`config.mk`:
```
export PLATFORM = sky130hd
export DESIGN_NAME = micro_gen
export DESIGN_NICKNAME = d
export VERILOG_FILES = /design/src/rtl/micro_gen_pkg.sv /design/src/rtl/micro_gen_return_stack.sv /design/src/rtl/micro_gen.sv
export SDC_FILE = /design/constraint.sdc
export NUM_CORES = 1
export LEC_CHECK = 0
export ABC_AREA = 1
export BUFFER_PORTS_ARGS = -buffer_cell sky130_fd_sc_hd__buf_2
export CAP_MARGIN = 20
export CORE_MARGIN = 10
export CORE_UTILIZATION = 64
export DETAILED_ROUTE_END_ITERATION = 8
export GPL_ROUTABILITY_DRIVEN = 0
export PLACE_DENSITY = 0.93
export SETUP_SLACK_MARGIN = 0.4
export SLEW_MARGIN = 20
export SYNTH_ARGS = -nofsm -noshare
export SYNTH_HDL_FRONTEND = slang
export SYNTH_SLANG_ARGS = --single-unit
```
`constraint.sdc`:
```
create_clock -name _iClk -period 5.1 [get_ports _iClk]
set_clock_uncertainty 0.2 [all_clocks]
set_input_delay 0.51 -clock _iClk [delete_from_list [all_inputs] [get_ports _iClk]]
set_output_delay 0.51 -clock _iClk [all_outputs]
set_load 0.005 [all_outputs]
```
`src/rtl/micro_gen_pkg.sv`:
```
// micro_gen_pkg: FSM states, decoded operations and the opcode map
// shared by the micro_gen accumulator CPU and its return stack.
package micro_gen_pkg;

  typedef enum logic [2:0] {
    ST_IF,
    ST_AFD,
    ST_MEM,
    ST_EXWB,
    ST_WR
  } state_t;

  typedef enum logic [3:0] {
    OP_NOP,
    OP_LOAD,
    OP_STORE,
    OP_ADD,
    OP_SUB,
    OP_AND,
    OP_OR,
    OP_XOR,
    OP_JUMP,
    OP_JZ,
    OP_JC,
    OP_JN,
    OP_CALL,
    OP_RET
  } op_t;

  typedef struct packed {
    op_t  op;
    logic imm;
  } dec_t;

  localparam logic [7:0] OPC_NOP    = 8'h00;
  localparam logic [7:0] OPC_LOAD   = 8'h01;
  localparam logic [7:0] OPC_LOADI  = 8'h02;
  localparam logic [7:0] OPC_STORE  = 8'h03;
  localparam logic [7:0] OPC_STOREI = 8'h04;
  localparam logic [7:0] OPC_ADD    = 8'h10;
  localparam logic [7:0] OPC_ADDI   = 8'h11;
  localparam logic [7:0] OPC_SUB    = 8'h12;
  localparam logic [7:0] OPC_SUBI   = 8'h13;
  localparam logic [7:0] OPC_AND    = 8'h14;
  localparam logic [7:0] OPC_ANDI   = 8'h15;
  localparam logic [7:0] OPC_OR     = 8'h16;
  localparam logic [7:0] OPC_ORI    = 8'h17;
  localparam logic [7:0] OPC_XOR    = 8'h18;
  localparam logic [7:0] OPC_XORI   = 8'h19;
  localparam logic [7:0] OPC_JUMP   = 8'h20;
  localparam logic [7:0] OPC_JZ     = 8'h21;
  localparam logic [7:0] OPC_JC     = 8'h22;
  localparam logic [7:0] OPC_JN     = 8'h23;
  localparam logic [7:0] OPC_CALL   = 8'h30;
  localparam logic [7:0] OPC_RET    = 8'h31;

  // Unknown opcodes, and CALL/RET without a stack, fall out as NOP.
  function automatic dec_t decode(
    input logic [7:0] opc,
    input logic       stack_en
  );
    dec_t d;
    d.op  = OP_NOP;
    d.imm = 1'b0;
    unique case (1'b1)
      (opc == OPC_LOAD):   d.op = OP_LOAD;
      (opc == OPC_LOADI): begin
        d.op  = OP_LOAD;
        d.imm = 1'b1;
      end
      (opc == OPC_STORE):  d.op = OP_STORE;
      (opc == OPC_STOREI): begin
        d.op  = OP_STORE;
        d.imm = 1'b1;
      end
      (opc == OPC_ADD):    d.op = OP_ADD;
      (opc == OPC_ADDI): begin
        d.op  = OP_ADD;
        d.imm = 1'b1;
      end
      (opc == OPC_SUB):    d.op = OP_SUB;
      (opc == OPC_SUBI): begin
        d.op  = OP_SUB;
        d.imm = 1'b1;
      end
      (opc == OPC_AND):    d.op = OP_AND;
      (opc == OPC_ANDI): begin
        d.op  = OP_AND;
        d.imm = 1'b1;
      end
      (opc == OPC_OR):     d.op = OP_OR;
      (opc == OPC_ORI): begin
        d.op  = OP_OR;
        d.imm = 1'b1;
      end
      (opc == OPC_XOR):    d.op = OP_XOR;
      (opc == OPC_XORI): begin
        d.op  = OP_XOR;
        d.imm = 1'b1;
      end
      (opc == OPC_JUMP):   d.op = OP_JUMP;
      (opc == OPC_JZ):     d.op = OP_JZ;
      (opc == OPC_JC):     d.op = OP_JC;
      (opc == OPC_JN):     d.op = OP_JN;
      (stack_en && opc == OPC_CALL): d.op = OP_CALL;
      (stack_en && opc == OPC_RET):  d.op = OP_RET;
      default: d.op = OP_NOP;
    endcase
    return d;
  endfunction

endpackage

```
`src/rtl/micro_gen_return_stack.sv`:
```
// micro_gen_return_stack: DEPTH x W LIFO of return addresses.
// Push when full / pop when empty are ignored here; the CPU flags them.
module micro_gen_return_stack #(
  parameter int DEPTH = 4,
  parameter int W     = 8
) (
  input  logic         clk,
  input  logic         rst_n,
  input  logic         push,
  input  logic         pop,
  input  logic [W-1:0] push_data,
  output logic [W-1:0] top,
  output logic         full,
  output logic         empty
);

  localparam int PW = $clog2(DEPTH);

  logic [W-1:0] stack_q [DEPTH];
  logic [PW:0]  sp;
  logic [PW-1:0] top_idx;

  assign full    = (sp == (PW+1)'(DEPTH));
  assign empty   = (sp == '0);
  assign top_idx = sp[PW-1:0] - PW'(1);
  assign top     = stack_q[top_idx];

  always_ff @(posedge clk) begin
    if (!rst_n) begin
      sp <= '0;
    end else if (push && !full) begin
      sp <= sp + (PW+1)'(1);
    end else if (pop && !empty) begin
      sp <= sp - (PW+1)'(1);
    end
  end

  always_ff @(posedge clk) begin
    if (push && !full) begin
      stack_q[sp[PW-1:0]] <= push_data;
    end
  end

endmodule

```
`src/rtl/micro_gen.sv`:
```
// micro_gen: multi-cycle accumulator CPU, req/ack data memory.
// Define MICRO_CALL_STACK_EN to add the CALL/RET return stack.
module micro_gen
  import micro_gen_pkg::*;
#(
  parameter int DATA_W      = 8,
  parameter int IADDR_W     = 8,
  parameter int DADDR_W     = 8,
  parameter int STACK_DEPTH = 4
) (
  input  logic               _iClk,
  input  logic               _iResetN,
  input  logic [DATA_W-1:0]  _iInstMemData,
  output logic [IADDR_W-1:0] _oInstMemAddr,
  input  logic [DATA_W-1:0]  _iDataMemRData,
  input  logic               _iDataMemAck,
  output logic               _oDataMemReq,
  output logic               _oDataMemWrite,
  output logic [DADDR_W-1:0] _oDataMemAddr,
  output logic [DATA_W-1:0]  _oDataMemWData,
  output logic               _oStackErr
);

  if (DATA_W < 8 || DADDR_W > DATA_W || IADDR_W > DATA_W ||
      STACK_DEPTH < 2 ||
      (STACK_DEPTH & (STACK_DEPTH - 1)) != 0) begin : g_bad_cfg
    $error("micro_gen: unsupported parameter combination");
  end

`ifdef MICRO_CALL_STACK_EN
  localparam logic STACK_EN = 1'b1;
`else
  localparam logic STACK_EN = 1'b0;
`endif

  state_t state;
  state_t state_nxt;

  logic [IADDR_W-1:0] pc;
  logic [7:0]         inst;
  logic [DATA_W-1:0]  arg;
  logic [DATA_W-1:0]  mem;
  logic [DATA_W-1:0]  acc;
  logic [DATA_W-1:0]  operand;
  logic [DATA_W:0]    alu;
  logic               zf;
  logic               cf;
  logic               nf;
  dec_t               dec;
  logic               is_alu;
  logic               is_store;
  logic               mem_rd;
  logic               take;

  assign dec      = decode(inst, STACK_EN);
  assign operand  = dec.imm ? arg : mem;
  assign is_alu   = dec.op inside {OP_ADD, OP_SUB, OP_AND, OP_OR, OP_XOR};
  assign is_store = (dec.op == OP_STORE);
  assign mem_rd   = !dec.imm && (is_alu || dec.op == OP_LOAD);

  always_comb begin
    take = 1'b0;
    unique case (dec.op)
      OP_JUMP: take = 1'b1;
      OP_JZ:   take = zf;
      OP_JC:   take = cf;
      OP_JN:   take = nf;
      default: take = 1'b0;
    endcase
  end

  // Bit DATA_W is carry for ADD and borrow for SUB.
  always_comb begin
    alu = '0;
    unique case (dec.op)
      OP_ADD:  alu = {1'b0, acc} + {1'b0, operand};
      OP_SUB:  alu = {1'b0, acc} - {1'b0, operand};
      OP_AND:  alu = {1'b0, acc & operand};
      OP_OR:   alu = {1'b0, acc | operand};
      OP_XOR:  alu = {1'b0, acc ^ operand};
      default: alu = '0;
    endcase
  end

`ifdef MICRO_CALL_STACK_EN
  logic               push;
  logic               pop;
  logic               full;
  logic               empty;
  logic               stack_err;
  logic [IADDR_W-1:0] ret_addr;

  assign push = (state == ST_MEM) && (dec.op == OP_CALL) && !full;
  assign pop  = (state == ST_MEM) && (dec.op == OP_RET) && !empty;

  micro_gen_return_stack #(
    .DEPTH (STACK_DEPTH),
    .W     (IADDR_W)
  ) u_stack (
    .clk       (_iClk),
    .rst_n     (_iResetN),
    .push      (push),
    .pop       (pop),
    .push_data (pc),
    .top       (ret_addr),
    .full      (full),
    .empty     (empty)
  );

  always_ff @(posedge _iClk) begin
    if (!_iResetN) begin
      stack_err <= 1'b0;
    end else if (state == ST_MEM &&
                 ((dec.op == OP_CALL && full) ||
                  (dec.op == OP_RET && empty))) begin
      stack_err <= 1'b1;
    end
  end

  assign _oStackErr = stack_err;
`else
  assign _oStackErr = 1'b0;
`endif

  always_ff @(posedge _iClk) begin
    if (!_iResetN) begin
      state <= ST_IF;
    end else begin
      state <= state_nxt;
    end
  end

  always_comb begin
    state_nxt = state;
    unique case (state)
      ST_IF:   state_nxt = ST_AFD;
      ST_AFD:  state_nxt = ST_MEM;
      ST_MEM: begin
        if (!_oDataMemReq || _iDataMemAck) begin
          state_nxt = ST_EXWB;
        end
      end
      ST_EXWB: state_nxt = is_store ? ST_WR : ST_IF;
      ST_WR: begin
        if (_iDataMemAck) begin
          state_nxt = ST_IF;
        end
      end
      default: state_nxt = ST_IF;
    endcase
  end

  always_ff @(posedge _iClk) begin
    if (!_iResetN) begin
      pc             <= '0;
      inst           <= '0;
      arg            <= '0;
      mem            <= '0;
      acc            <= '0;
      zf             <= 1'b1;
      cf             <= 1'b0;
      nf             <= 1'b0;
      _oInstMemAddr  <= '0;
      _oDataMemReq   <= 1'b0;
      _oDataMemWrite <= 1'b0;
      _oDataMemAddr  <= '0;
      _oDataMemWData <= '0;
    end else begin
      unique case (state)
        ST_IF: begin
          inst          <= _iInstMemData[7:0];
          _oInstMemAddr <= pc | IADDR_W'(1);
        end
        ST_AFD: begin
          arg            <= _iInstMemData;
          _oDataMemAddr  <= _iInstMemData[DADDR_W-1:0];
          _oDataMemWData <= acc;
          pc             <= pc + IADDR_W'(2);
          if (mem_rd) begin
            _oDataMemReq   <= 1'b1;
            _oDataMemWrite <= 1'b0;
          end
        end
        ST_MEM: begin
          if (_oDataMemReq) begin
            if (_iDataMemAck) begin
              mem          <= _iDataMemRData;
              _oDataMemReq <= 1'b0;
            end
          end else begin
            // pc already points past this instruction
            if (take) begin
              pc <= pc + arg[IADDR_W-1:0];
            end
            if (is_store && dec.imm) begin
              _oDataMemAddr  <= acc[DADDR_W-1:0];
              _oDataMemWData <= arg;
            end
`ifdef MICRO_CALL_STACK_EN
            if (push) begin
              pc <= pc + arg[IADDR_W-1:0];
            end
            if (pop) begin
              pc <= ret_addr;
            end
`endif
          end
        end
        ST_EXWB: begin
          _oInstMemAddr <= pc;
          if (dec.op == OP_LOAD) begin
            acc <= operand;
          end else if (is_alu) begin
            acc <= alu[DATA_W-1:0];
            cf  <= alu[DATA_W];
            zf  <= (alu[DATA_W-1:0] == '0);
            nf  <= alu[DATA_W-1];
          end
          if (is_store) begin
            _oDataMemReq   <= 1'b1;
            _oDataMemWrite <= 1'b1;
          end
        end
        ST_WR: begin
          if (_iDataMemAck) begin
            _oDataMemReq   <= 1'b0;
            _oDataMemWrite <= 1'b0;
          end
        end
        default: ;
      endcase
    end
  end

endmodule
```
==> results of run 1 <==
registers in the layout, summed over array words and instances (netlist names):
name	flops
_oDataMemAddr	8
_oDataMemReq	1
_oDataMemWData	8
_oDataMemWrite	1
_oInstMemAddr	8
acc	8
arg	8
cf	1
inst	8
mem	8
nf	1
pc	8
state	3
zf	1
layout make-up:
| cell class | instances | area share |
|---|---|---|
| multi-input cells | 462 | 0.5406 |
| clock inverters | 4 | 0.01498 |
| repair buffers | 45 | 0.04468 |
| well taps | 99 | 0.02431 |
| inverters | 88 | 0.06482 |
| flip-flops and latches | 72 | 0.2828 |
| clock buffers | 11 | 0.02774 |
layer usage:
| layer | up-vias | wire (um) |
|---|---|---|
| met5 | - | 0 |
| met4 | 0 | 659 |
| met3 | 71 | 1755 |
| met2 | 384 | 5922 |
| met1 | 2181 | 5304 |
| li1 | 2242 | - |
final timing paths:
kind / startpoint / end / slack, ps / cells past startpoint
worst min register to register: inst[7]$_SDFFE_PN0P_ / inst[7]$_SDFFE_PN0P_ / 270 / 2
worst max register to register: inst[1]$_SDFFE_PN0P_ / zf$_SDFFE_PN1P_ / 1100 / 25
worst max-delay path: inst[1]$_SDFFE_PN0P_ / zf$_SDFFE_PN1P_ / 1100 / 25
worst min-delay path: _iDataMemRData[2] / mem[2]$_SDFFE_PN0P_ / 230 / 3
Yosys cell counts (all sizes together):
cell type / number / area (um^2)
o221ai: 1 / 8.760
o22ai: 1 / 6.260
o31a: 1 / 8.760
o21bai: 1 / 7.510
conb: 1 / 3.750
o211ai: 9 / 72.57
xnor2: 5 / 43.79
fa: 2 / 40.04
or3: 1 / 6.260
nor2: 49 / 208.9
a22o: 1 / 8.760
nand4: 2 / 12.51
clkinv: 2 / 7.510
dfxtp: 72 / 1441
a41oi: 2 / 17.52
o211a: 1 / 10.01
o2bb2ai: 5 / 43.79
buf: 10 / 72.57
nand2: 118 / 520.5
or2: 3 / 18.77
clkbuf: 15 / 56.30
a21oi: 78 / 390.4
o2111ai: 10 / 87.58
ha: 32 / 400.4
inv: 86 / 322.8
nor3: 10 / 61.31
nand3: 41 / 227.7
xor2: 9 / 78.83
o311ai: 1 / 8.760
a31oi: 5 / 31.28
a211oi: 7 / 52.55
and2: 1 / 6.260
nand3b: 2 / 15.01
o21ai: 63 / 356.6
per-stage QoR:
stage	cells	area (um^2)	total power, W	util	hold WS, ps
finish	781	5096	0.001706	0.7102	233.5
global route	781	5096	0.001792	0.7102	240.0
CTS	781	5096	0.001691	0.7102	229.9
detailed placement	766	4878	0.001193	0.6799	259.2
global placement	766	4878	0.001164	0.6799	248.9
floorplan	647	4656	0.001065	-	230.0
power breakdown:
part           switching (W)  internal, W  total [W]
Clock               0.000214     0.000288   0.000502
Combinational       0.000367     0.000193   0.000560
Sequential         0.0000391     0.000605   0.000644
Total               0.000620      0.00109    0.00171
logic make-up after synthesis:
logic type                 after synthesis  share of synthesized area
DFF                                     72                     0.3096
AOI/OAI and AO/OA                      186                     0.2386
buffers and inverters                  113                    0.09863
adders and majority gates               34                    0.09460
and+or+nand+nor                        227                     0.2314
other                                    1                  0.0008055
xor gates and xnor gates                14                    0.02634
critical path: cells and delay by family (launching register included):
| family | cells | cell delay [ps] |
|---|---|---|
| AOI/OAI and AO/OA | 2 | 260 |
| xor gates and xnor gates | 2 | 330 |
| adders and majority gates | 2 | 590 |
| buffers and inverters | 2 | 190 |
| DFF | 1 | 470 |
| and+or+nand+nor | 17 | 1890 |
==> metrics.txt, run 1 <==
Area Growth Syn to Fin=9.460%; Post-CTS Resized=0; drt initial violations=just under 600; Startpoint Class=flip-flop; CTS tree=yes; worst-path fanout max=11; Final ANT Viol Nets=0; Total GRT Usage=0.2396; worst skew pair latency=350 ps; worst-margin pin slew=just over 800 ps; CTS sink cnt=around 70; Setup crit end kind=flip-flop; power density cells=between 300 and 400 mW/mm^2; Worst path slowest cell=dfxtp_1; Post-Place Worst Slack=around 1200 ps; most crowded layer after global routing=met2; Synthesis Warnings=0; H-Tree Depth=3; Longest Clk Path Bufs=2; clock root buffer=clkbuf_8; CTS buffer count=9; WS Path Type=reg2reg; post-detail-place hpwl=between 10,000 and 15,000 um; met3 usage=0.06273; largest net degree at the start of global routing=48; Rel. slew slack=0.4516; Die Ht=approximately 110 um; setup ws final=~1100 ps; Slew Limit Fails=0; status=finished, final reports clean; antenna fix cells=0; area used by multi-input combinational logic=around 0.0028 mm^2; Synth Register Bits=around 70; met1 usage in global routing=0.3024; post-synth net total=700; worst hold-check path type=in2reg; Fmax=~0.25 GHz; commonest non-fill, non-tap cells in the layout=101 x nand2_1, 78 x a21oi_1, 74 x inv_1; RSZ-0062 raised after global routing=false; Reg clk slew, reported paths=~80 ps; mapped cell area=0.004656 mm^2; Lkg Pwr=2.370 nW; Die ar.=between 0.01 and 0.015 mm^2; Residual DRC=0; vias per cell=roughly 6.2; sequential element share of the synthesized area=0.3096; slowest stage delay, CP=470 ps; Setup-failing EPs final=0; num rows=31; initial antenna violation count=0; Synth Area per Inst=7.196 um^2; 1st-pass router iterations=7; WP data arrival=roughly 4100 ps; layout cells sized above 1=0.1554; Fin. Hold Viols=0; number of max-cap violations=0; Syn Inst Count=about 650; fill cell count=539; nets=731; setup bufs post-CTS=0; vias in the first global route=between 4k and 5k; initial core utilization=0.6488; crit share post-route=0.7849; routed len/inst=roughly 17 um; distinct cell type count after synthesis=51; Max IR drop VDD=0.2648 mV; Die X-Extent=roughly 110 um; WP data required=5190 ps; CTS Hold Bufs=0; first-pass GRT wire length=between 20,000 and 25,000 um; number of port buffers=44; crit path time final=~4000 ps; grt ovf=0; met2 GRT Util=0.3653; io pins=46; via count=4,878; Total Neg Setup Slack=0 ps; core area=between 0.007 and 0.008 mm^2; final WL=13,640 um; most common cell after layout, fill and taps aside=nand2_1; FF/Latch Area=approximately 0.0014 mm^2
Note: power is estimated with default switching activity, not from simulation.
==> inputs of run 2 (changes only) <==
Settings changed: CORE_UTILIZATION 64 to 60, PLACE_DENSITY 0.93 to 0.89.
Clock period 5.1 ns to 4.1 ns, I/O delays scaled along.
==> metrics.txt, run 2 (synthesized netlist as in run 1, its figures left out) <==
via count=between 4k and 5k; Max IR drop VDD=between 0.2 and 0.3 mV; Fin. Hold Viols=0; status=finished, final reports clean; FF/Latch Area=0.001449 mm^2; Worst path slowest cell=ha_1; initial antenna violation count=0; Die ar.=0.01168 mm^2; Longest Clk Path Bufs=2; Area Growth Syn to Fin=12.36%; nets=between 700 and 800; number of port buffers=44; CTS sink cnt=72; Setup-failing EPs final=0; Setup crit end kind=flip-flop; fill cell count=slightly above 600; commonest non-fill, non-tap cells in the layout=101 x nand2_1, 78 x a21oi_1, 74 x inv_1; crit path to=zf$_SDFFE_PN1P_; Crit Reg-Reg Endpoint=zf$_SDFFE_PN1P_; worst-margin pin slew=approximately 810 ps; area used by multi-input combinational logic=about 0.0028 mm^2; core area=approximately 0.0076 mm^2; Total GRT Usage=0.2328; drt initial violations=521; power density cells=about 400 mW/mm^2; Final ANT Viol Nets=0; largest net degree at the start of global routing=48; crit share post-route=0.8648; Reg2Reg Depth=24; slowest stage delay, CP=~380 ps; r2r setup slk=550 ps; Total Neg Setup Slack=0 ps; worst-path fanout max=6; clock root buffer=clkbuf_8; WP data required=between 4000 and 5000 ps; num rows=32; CTS tree=yes; H-Tree Depth=3; RSZ-0062 raised after global routing=false; worst hold-check path type=in2reg; reg2reg start=inst[6]$_SDFFE_PN0P_; crit path cell chain=inv_1 > nand2_1 > nor2_4 > nand3_4 > nand2_8 > nand2_2 > o21ai_4 > ha_4 > nand3_1 > nor2_2 > nor2_1 > xor2_1 > ha_1 > nand2_1 > inv_1 > nand4_1 > o211ai_1 > xor2_1 > nor2_1 > nor2_1 > nand2_1 > nor2_1 > nand3_1 > nand2_1; Startpoint Class=flip-flop; initial core utilization=0.6088; Worst Hold Depth=3; WS Path Type=reg2reg; number of max-cap violations=0; Residual DRC=0; start point of the critical path=inst[6]$_SDFFE_PN0P_; first-pass GRT wire length=roughly 22,000 um; Slew Limit Fails=0; post-detail-place hpwl=roughly 10,000 um; Lkg Pwr=around 2.4 nW; io pins=46; worst skew pair latency=roughly 360 ps; vias in the first global route=~4.7k; most common cell after layout, fill and taps aside=nand2_1; Die Ht=roughly 110 um; CTS Hold Bufs=0; hold_ws=approximately 130 ps; Reg clk slew, reported paths=around 80 ps; antenna fix cells=0; vias per cell=approximately 6.1; crit path time final=between 3000 and 4000 ps; 1st-pass router iterations=6; CTS buffer count=9; grt ovf=0; Fmax=approximately 0.28 GHz; final WL=between 10,000 and 15,000 um; PnR Total Power=~0.0021 W; layout cells sized above 1=0.1816; post-layout util=0.6841; Rel. slew slack=0.4542; routed len/inst=between 15 and 20 um; Die X-Extent=~110 um; WP data arrival=between 3000 and 4000 ps
-- run 2: worst min path at each step --
stage	from	to	slack, ps
after floorplan	mem[4]$_SDFFE_PN0P_	mem[4]$_SDFFE_PN0P_	230
after global placement	_oDataMemWrite$_SDFFE_PN0P_	_oDataMemWrite$_SDFFE_PN0P_	250
after detailed placement	_oDataMemAddr[6]$_SDFFE_PN0P_	_oDataMemAddr[6]$_SDFFE_PN0P_	260
after CTS	_iDataMemRData[0]	mem[0]$_SDFFE_PN0P_	110
after global routing	_iDataMemRData[0]	mem[0]$_SDFFE_PN0P_	120
final	_iDataMemRData[0]	mem[0]$_SDFFE_PN0P_	130
-- run 2: report_power, final --
group	switching, W	leakage [nW]	internal, W
Combinational	0.000467	1.74	0.000262
Clock	0.000280	0.0993	0.000297
Sequential	0.0000500	0.590	0.000753
Total	0.000797	2.42	0.00131
-- run 2: area by class of cell --
type / count / area share
Multi-Input combinational cell: 462 / 0.5384
Sequential cell: 72 / 0.2770
Inverter: 88 / 0.06314
Timing Repair Buffer: 56 / 0.05932
Clock buffer: 11 / 0.02703
Tap cell: 102 / 0.02440
Clock inverter: 5 / 0.01076
-- run 2: timing repair --
item / 4_1_cts / 5_1_grt
endpoints found under the setup margin: 1 / 5
resized for setup: 1 / 15
pin swaps: 0 / 5
gates cloned: 0 / 0
hold endpoints to repair: 0 / 0
setup buffers: 0 / 7
-- run 2: layer usage --
layer | wire (um) | share of wire | global-route usage
met1 | 5569 | 0.40 | 0.2916
met2 | 6145 | 0.44 | 0.3621
met3 | 1642 | 0.12 | 0.05711
met4 | 690 | 0.049 | 0.1221
met5 | 0 | 0 | 0
-- run 2: per-stage QoR --
stage,instance area (um^2),setup slack (ps),std cells
floorplan,4656,883.9,647
global placement,4912,536.4,773
detailed placement,4912,416.2,773
CTS,5111,404.5,789
global route,5231,341.6,796
finish,5231,554.5,796
-- run 2: worst max-delay path, delay by kind of cell (launching register included) --
family	cells	cell delay [ps]
buffers and inverters	2	160
XOR/XNOR	2	340
AO/OA/AOI/OAI	2	260
AND/OR/NAND/NOR	16	1630
adder cells (fa/ha/maj)	2	570
flip-flops	1	330
